[config.mk]
export PLATFORM = sky130hd
export DESIGN_NAME = router_ctrl_fsm
export DESIGN_NICKNAME = d
export VERILOG_FILES = /design/src/rtl/router_pkg.sv /design/src/rtl/router_ctrl_fsm.sv
export SDC_FILE = /design/constraint.sdc
export NUM_CORES = 1
export LEC_CHECK = 0
export ABC_AREA = 1
export BUFFER_PORTS_ARGS = -buffer_cell sky130_fd_sc_hd__buf_2
export CAP_MARGIN = 40
export CORE_AREA = 2 2 39 41
export CTS_CLUSTER_SIZE = 25
export DETAILED_ROUTE_END_ITERATION = 6
export DIE_AREA = 0 0 41 43
export PLACE_DENSITY = 0.72
export SKIP_LAST_GASP = 1
export SLEW_MARGIN = 30
export SYNTH_ARGS = -nofsm -noshare
export SYNTH_HDL_FRONTEND = slang
export SYNTH_SLANG_ARGS = --single-unit
export TNS_END_PERCENT = 5
[constraint.sdc]
create_clock -name clock -period 2.7 [get_ports clock]
set_input_delay 0.54 -clock clock [delete_from_list [all_inputs] [get_ports clock]]
set_output_delay 0.54 -clock clock [all_outputs]
set_load 0.02 [all_outputs]
[src/rtl/router_pkg.sv]
// router_pkg: shared types and constants for the 1X3 router control path.
//   NUM_PORTS    - number of output FIFOs (width of fifo_empty / soft_reset)
//   ADDR_W       - width of the header address field
//   INVALID_ADDR - header address that never selects a port
//   state_t      - controller state encoding
package router_pkg;

    localparam int NUM_PORTS = 3;
    localparam int ADDR_W = 2;
    localparam logic [ADDR_W-1:0] INVALID_ADDR = 2'b11;

    typedef enum logic [2:0] {
        DECODE_ADDRESS,
        LOAD_FIRST_DATA,
        LOAD_DATA,
        WAIT_TILL_EMPTY,
        FIFO_FULL_STATE,
        LOAD_AFTER_FULL,
        LOAD_PARITY,
        CHECK_PARITY_ERROR
    } state_t;

endpackage

[src/rtl/router_ctrl_fsm.sv]
// router_ctrl_fsm: packet sequencing controller for the 1X3 router.
//   clock, resetn         - clock and synchronous active-low reset
//   pkt_valid, data_in    - source handshake and header address field
//   fifo_full, fifo_empty - selected-FIFO full flag, per-port empty flags
//   soft_reset            - per-port timeout reset
//   parity_done, low_pkt_valid - status from the register block
//   detect_add..rst_int_reg    - one-per-state strobes to the register block
//   write_enb_reg, busy   - FIFO write enable and source hold
//   dest_addr             - latched destination port
module router_ctrl_fsm
    import router_pkg::*;
(
    input  logic                 clock,
    input  logic                 resetn,
    input  logic                 pkt_valid,
    input  logic [ADDR_W-1:0]    data_in,
    input  logic                 fifo_full,
    input  logic [NUM_PORTS-1:0] fifo_empty,
    input  logic [NUM_PORTS-1:0] soft_reset,
    input  logic                 parity_done,
    input  logic                 low_pkt_valid,
    output logic                 detect_add,
    output logic                 lfd_state,
    output logic                 ld_state,
    output logic                 laf_state,
    output logic                 full_state,
    output logic                 rst_int_reg,
    output logic                 write_enb_reg,
    output logic                 busy,
    output logic [ADDR_W-1:0]    dest_addr
);

    state_t state, next_state;
    logic   addr_ok;

    // widened by one bit so addresses at or above NUM_PORTS compare correctly
    assign addr_ok = pkt_valid && ({1'b0, data_in} < (ADDR_W+1)'(NUM_PORTS));

    always_ff @(posedge clock) begin
        if (!resetn) begin
            state     <= DECODE_ADDRESS;
            dest_addr <= '0;
        end else begin
            state <= next_state;
            if (state == DECODE_ADDRESS && addr_ok)
                dest_addr <= data_in;
        end
    end

    always_comb begin
        next_state = state;
        case (state)
            DECODE_ADDRESS:     if (addr_ok) next_state = fifo_empty[data_in] ? LOAD_FIRST_DATA : WAIT_TILL_EMPTY;
            WAIT_TILL_EMPTY:    if (fifo_empty[dest_addr]) next_state = LOAD_FIRST_DATA;
            LOAD_FIRST_DATA:    next_state = LOAD_DATA;
            LOAD_DATA:          next_state = fifo_full ? FIFO_FULL_STATE : !pkt_valid ? LOAD_PARITY : LOAD_DATA;
            FIFO_FULL_STATE:    if (!fifo_full) next_state = LOAD_AFTER_FULL;
            LOAD_AFTER_FULL:    next_state = parity_done ? DECODE_ADDRESS : low_pkt_valid ? LOAD_PARITY : LOAD_DATA;
            LOAD_PARITY:        next_state = CHECK_PARITY_ERROR;
            CHECK_PARITY_ERROR: next_state = fifo_full ? FIFO_FULL_STATE : DECODE_ADDRESS;
            default:            next_state = DECODE_ADDRESS;
        endcase
        // a timeout on the selected port abandons the packet from any active state
        if (state != DECODE_ADDRESS && soft_reset[dest_addr])
            next_state = DECODE_ADDRESS;
    end

    always_comb begin
        detect_add    = state == DECODE_ADDRESS;
        lfd_state     = state == LOAD_FIRST_DATA;
        ld_state      = state == LOAD_DATA;
        laf_state     = state == LOAD_AFTER_FULL;
        full_state    = state == FIFO_FULL_STATE;
        rst_int_reg   = state == CHECK_PARITY_ERROR;
        write_enb_reg = lfd_state || ld_state || laf_state || state == LOAD_PARITY;
        busy          = !(detect_add || ld_state);
    end

endmodule
==> results by group, run 1 <==
Yosys
  • Average size of a mapped cell: 5.53 um^2
  • Sequential fraction of the synthesis area: 21.8%
  • Post-synthesis cell area: 459 um^2
  • Yosys reg bits: 5
  • Synthesized Nets: 97
  • Gate Count Post-Synth: 83
  • Synth cell types: 15
  • Yosys warnings: 0

Route
  • WL/cell: 8.06 um
  • Starting DRT DRC Count: 7
  • Detailed Route WL: 1.02 mm
  • Vias per cell: 4.39
  • Drt first pass iters: 2
  • Number of remaining DRC errors: 0
  • Antenna viol nets, final: 0
  • Via count: 553

STA
  • Max-Slew Margin vs Limit: 82.8%
  • Fin crit share: 66.4%
  • Final setup margin: 907 ps
  • Fin. Hold Viols: 0
  • TNS Setup: 0 ps
  • Worst-margin pin slew: 257 ps
  • Clock skew: 2.66 ps
  • Max-slew violation count: 0
  • RSZ-0062 raised after global routing: false
  • Final Critical Period: 1790 ps
  • # setup viols final: 0
  • Worst hold margin: 542 ps
  • Fmax: 558 MHz

Final layout
  • Filler cell count: 144
  • Share of layout cells above drive strength 1: 33.6%
  • Commonest non-fill, non-tap cells in the layout: 23 x buf_2, 19 x nand2_1, 14 x nor2_1, 13 x inv_1, 12 x nand3_1
  • FF/Latch Area: 100 um^2
  • Area delta synth->final: 35.1%
  • Final core occ: 44.8%
  • Layout net count: 125
  • Commonest non-fill, non-tap cell in the layout: buf_2
  • Final Cell Area: 621 um^2
  • Area of the multi-input gates: 292 um^2
  • Diodes inserted: 0

Clocking
  • Post-CTS resize count: 0
  • Clock root buffer: clkbuf_4
  • Post-CTS Setup Bufs: 0
  • H-tree Lvls: 1
  • CTS tree: yes
  • Bufs on Longest Clock Path: 2
  • # hold bufs at CTS: 0
  • Clk sink count: 5
  • Clock Latency Late Sink: 240 ps
  • Total CTS buffers: 3
  • Worst-path clk slew: 40 ps

Floorplanning
  • Ports: 24
  • Rows: 14
  • Die Area: 0.00176 mm^2
  • Core Box Area: 0.00138 mm^2
  • Initial core utilization: 33.2%
  • Die X: 41 um
  • Die height: 43 um

GRT
  • Number of global-route vias before repair: 430
  • Met1 usage: 15.9%
  • Grt met3 use: 7.85%
  • GRT Residual Overflow: 0
  • Met2 usage: 20.0%
  • First-pass GRT wire length: 1.59 mm
  • Most Crowded Layer GR: met2
  • Largest net degree at the start of global routing: 7
  • Initial antenna violation count: 0
  • Total GRT Usage: 13.2%

Setup path
  • Critical path class: reg2out
  • Worst setup SP type: flip-flop
  • Crit. End Element: primary output
  • Crit-path max FO: 5
  • WP data arrival: 1250 ps
  • Crit path required time: 2160 ps

Placed design
  • DP Wirelength: 880 um
  • Final Wtd Congestion: 0.794
  • Port bufs: 23
  • Dpl ws: 1160 ps
  • Placement Cell Area: 594 um^2

Job
  • Max-cap violation count: 0

Power
  • Cell Pwr Density: 981 mW/mm^2
  • Peak VDD IR: 0.431 mV
  • LEAKAGE: 0.000372 uW

Run status
  • Run status: finished, final reports clean

Worst hold path
  • Hold WC Path Type: reg2reg
[metal layers]
| metal | up-vias | share of wire [%] |
|---|---|---|
| met5 | - | 0 |
| met4 | 0 | 0 |
| met3 | 0 | 11 |
| met2 | 26 | 44 |
| met1 | 218 | 45 |
| li1 | 309 | - |
[stage by stage]
stage	cells	power, uW
after global routing	126	674
after floorplan	83	425
final	126	609
after detailed placement	122	528
after global placement	122	527
after CTS	126	618
[cells by family (layout without fill, tap and decap cells)]
| kind of cell | Yosys count | in the layout | share of synthesized area, % |
|---|---|---|---|
| compound gates | 9 | 9 | 12.3 |
| buf+inv | 18 | 45 | 14.7 |
| flops | 5 | 5 | 21.8 |
| simple gates | 51 | 51 | 51.2 |
[cells in the mapped netlist]
cell / n / area (um^2)
nand3_1: 12 / 60.1
nand2_1: 19 / 71.3
o21ai_4: 1 / 16.3
inv_2: 4 / 15.0
nor2_1: 14 / 52.6
nand3_2: 1 / 10.0
o21ai_1: 2 / 10.0
a21oi_1: 4 / 20.0
dfxtp_1: 5 / 100
nor2_4: 2 / 22.5
nor2_2: 2 / 12.5
clkinv_1: 1 / 3.75
inv_1: 13 / 48.8
o21ai_0: 2 / 10.0
nand2_2: 1 / 6.26
[critical path, stage by stage (launching register included)]
cell and delay (ps):
dfxtp_1 460, inv_2 100, nand3_1 90, nand2_1 70
nor2_1 90, nand2_1 50, buf_2 150
[area by class of cell]
cell class	instances	area share, %
multi-input cells	60	47.0
flip-flops and latches	5	16.1
inverters	18	10.9
well taps	16	3.23
repair buffers	23	18.5
clock buffers	4	4.23
[sequential cells by signal (all words and copies together), names as in the netlist]
signal,flops
dest_addr,2
state,3
[where the power goes]
| group | switching, uW | internal (uW) |
|---|---|---|
| Combinational | 250 | 134 |
| Sequential | 39.4 | 99.3 |
| Clock | 29.6 | 55.8 |
[final timing paths]
path / slack [ps] / cells after the start / startpoint / to
worst max-delay path: 910 / 6 / state[1] / write_enb_reg
worst min register to register: 540 / 2 / state[0] / state[0]
worst min-delay path: 540 / 2 / state[0] / state[0]
worst max register to register: 1490 / 9 / state[1] / state[1]
(Power assumes the default switching activity.)
==> run 2: changes to the inputs <==
- PLACE_DENSITY: 0.72 -> 0.74
- clock period: 2.7 -> 1.44 ns (I/O delays scaled with it)
==> results by group, run 2 (same netlist as run 1, synthesis figures left out) <==
Run status
  • Run status: finished, final reports clean (unchanged)

Clocking
  • Clock Latency Late Sink: 250 ps (was 240 ps)
  • Worst-path clk slew: 50 ps (was 40 ps)
  • Clock root buffer: clkbuf_4 (unchanged)
  • Total CTS buffers: 3 (unchanged)
  • Clk sink count: 5 (unchanged)
  • H-tree Lvls: 1 (unchanged)
  • # hold bufs at CTS: 0 (unchanged)
  • Bufs on Longest Clock Path: 2 (unchanged)
  • CTS tree: yes (unchanged)

Setup path
  • Worst-path cell chain: nor2_4, inv_2, nor2_4, nor2_1, nand2_1, buf_6 (was inv_2, nand3_1, nand2_1, nor2_1, nand2_1, buf_2)
  • Crit. End Element: primary output (unchanged)
  • Critical path class: reg2out (unchanged)
  • Flop2flop setup slack: 290 ps (was 1490 ps)
  • Worst setup SP type: flip-flop (unchanged)
  • Crit-path max FO: 4 (was 5)
  • Top cell by count, worst path: nor2_4 (was nand2_1)
  • Crit-path max cell delay: 360 ps (was 460 ps)
  • Crit path required time: 1150 ps (was 2160 ps)
  • WP data arrival: 1140 ps (was 1250 ps)
  • Worst path slowest cell: dfxtp_4 (was dfxtp_1)

Job
  • Max-cap violation count: 0 (unchanged)

STA
  • RSZ-0062 raised after global routing: true (was false)
  • Worst-margin pin slew: 184 ps (was 257 ps)
  • Clock skew: 4.03 ps (was 2.66 ps)
  • Worst hold margin: 300 ps (was 542 ps)
  • Fin crit share: 99.1%
  • Fmax: 701 MHz
  • Final Critical Period: 1430 ps
  • TNS Setup: 0 ps (unchanged)
  • # setup viols final: 0 (unchanged)
  • Max-Slew Margin vs Limit: 87.7% (was 82.8%)
  • Max-slew violation count: 0 (unchanged)
  • Fin. Hold Viols: 0 (unchanged)

GRT
  • Largest net degree at the start of global routing: 7 (unchanged)
  • Initial antenna violation count: 0 (unchanged)
  • Number of global-route vias before repair: 514 (was 430)
  • GRT Residual Overflow: 0 (unchanged)
  • Total GRT Usage: 15.3% (was 13.2%)
  • First-pass GRT wire length: 1.86 mm (was 1.59 mm)

Route
  • Antenna viol nets, final: 0 (unchanged)
  • Met2 WL post-DR: 651 um (was 448 um)
  • M1 wire length: 489 um (was 456 um)
  • Starting DRT DRC Count: 10 (was 7)
  • Vias per cell: 4.61 (was 4.39)
  • Met3 WL post-DR: 88 um (was 110 um)
  • Number of remaining DRC errors: 0 (unchanged)
  • Detailed Route WL: 1.25 mm (was 1.02 mm)
  • WL/cell: 9.75 um (was 8.06 um)
  • Via count: 590 (was 553)
  • Uppermost layer routed: met4 (was met3)
  • Drt first pass iters: 4 (was 2)

Power
  • Reg power frac: 21.6% (was 22.8%)
  • Cell Pwr Density: 1930 mW/mm^2 (was 981 mW/mm^2)
  • Peak VDD IR: 0.711 mV (was 0.431 mV)
  • Clock power frac: 12.8% (was 14.0%)
  • Int Pwr: 635 uW (was 289 uW)
  • LEAKAGE: 0.000390 uW (was 0.000372 uW)
  • Switching part of the total: 51.9% (was 52.5%)
  • Combinational power share: 65.6% (was 63.2%)
  • Sw power: 687 uW (was 319 uW)

Placed design
  • Final Wtd Congestion: 0.774 (was 0.794)
  • Port bufs: 23 (unchanged)
  • Placement Cell Area: 597 um^2 (was 594 um^2)
  • DP Wirelength: 922 um (was 880 um)

Floorplanning
  • Initial core utilization: 33.2% (unchanged)
  • Rows: 14 (unchanged)
  • Ports: 24 (unchanged)
  • Die Area: 0.00176 mm^2 (unchanged)
  • Die height: 43 um (unchanged)
  • Core Box Area: 0.00138 mm^2 (unchanged)
  • Die X: 41 um (unchanged)

Final layout
  • Area delta synth->final: 49.3% (was 35.1%)
  • Commonest non-fill, non-tap cell in the layout: buf_2 (unchanged)
  • Max reg flops: 3 (unchanged)
  • Commonest non-fill, non-tap cells in the layout: 22 x buf_2, 19 x nand2_1, 12 x nor2_1, 11 x inv_1, 10 x nand3_1 (was 23 x buf_2, 19 x nand2_1, 14 x nor2_1, 13 x inv_1, 12 x nand3_1)
  • Final core occ: 49.5% (was 44.8%)
  • Largest register by flop count: state (unchanged)
  • Biggest regs: state: 3 flops, dest_addr: 2 flops (unchanged)
  • Layout net count: 127 (was 125)
  • Diodes inserted: 0 (unchanged)
  • Final Cell Area: 686 um^2 (was 621 um^2)
  • Share of layout cells above drive strength 1: 42.9% (was 33.6%)

Worst hold path
  • Hold WC Path Type: in2reg (was reg2reg)
run 2: cell types whose count changed in the layout (fill, tap and decap cells not counted), sizes merged:
cell / delta
buf: +2
run 2: worst max-delay path, delay by kind of cell (launching register included):
kind                   cells  cell delay, ps
buffers and inverters      2             180
DFF                        1             360
and+or+nand+nor            4             340
run 2: cell type report:
class                      count  area, um^2
fill                         144         698
inverter                      18        70.1
sequential                     5         111
tap                           16        20.0
clock buffer                   4        26.3
timing repair buffer          25         136
multi-input combinational     60         322
run 2: timing repair:
action	CTS	global route
resized for setup	10	7
cloned	0	0
pin swaps	1	2
buffers inserted	1	1
setup endpoints to repair	2	2
run 2: stage by stage:
| stage | cells | power [uW] | setup WS [ps] |
|---|---|---|---|
| after CTS | 127 | 1250 | 8.17 |
| after floorplan | 83 | 804 | 103 |
| final | 128 | 1320 | 13.1 |
| after detailed placement | 122 | 997 | 130 |
| after global routing | 128 | 1440 | -57.0 |
| after global placement | 122 | 991 | 121 |
run 2: metal layers:
metal | vias up | GRT usage, %
met5 | - | 0
met4 | 0 | 8.00
met3 | 2 | 3.14
met2 | 26 | 25.0
met1 | 247 | 17.4
li1 | 315 | -
run 2: path summary, 6_finish.rpt:
path / cells past startpoint / startpoint / endpoint
setup / recovery: 6 / state[2] / write_enb_reg
hold / removal: 3 / resetn / state[0]
setup reg to reg: 9 / state[2] / state[1]
hold reg to reg: 2 / state[0] / state[0]
run 2: power groups by stage:
stage	registers [uW]	clock network [uW]	logic (uW)
2_1_floorplan	268	0	536
3_3_place_gp	257	0	734
3_5_place_dp	258	0	739
4_1_cts	279	175	795
5_1_grt	297	177	962
6_report	285	170	867
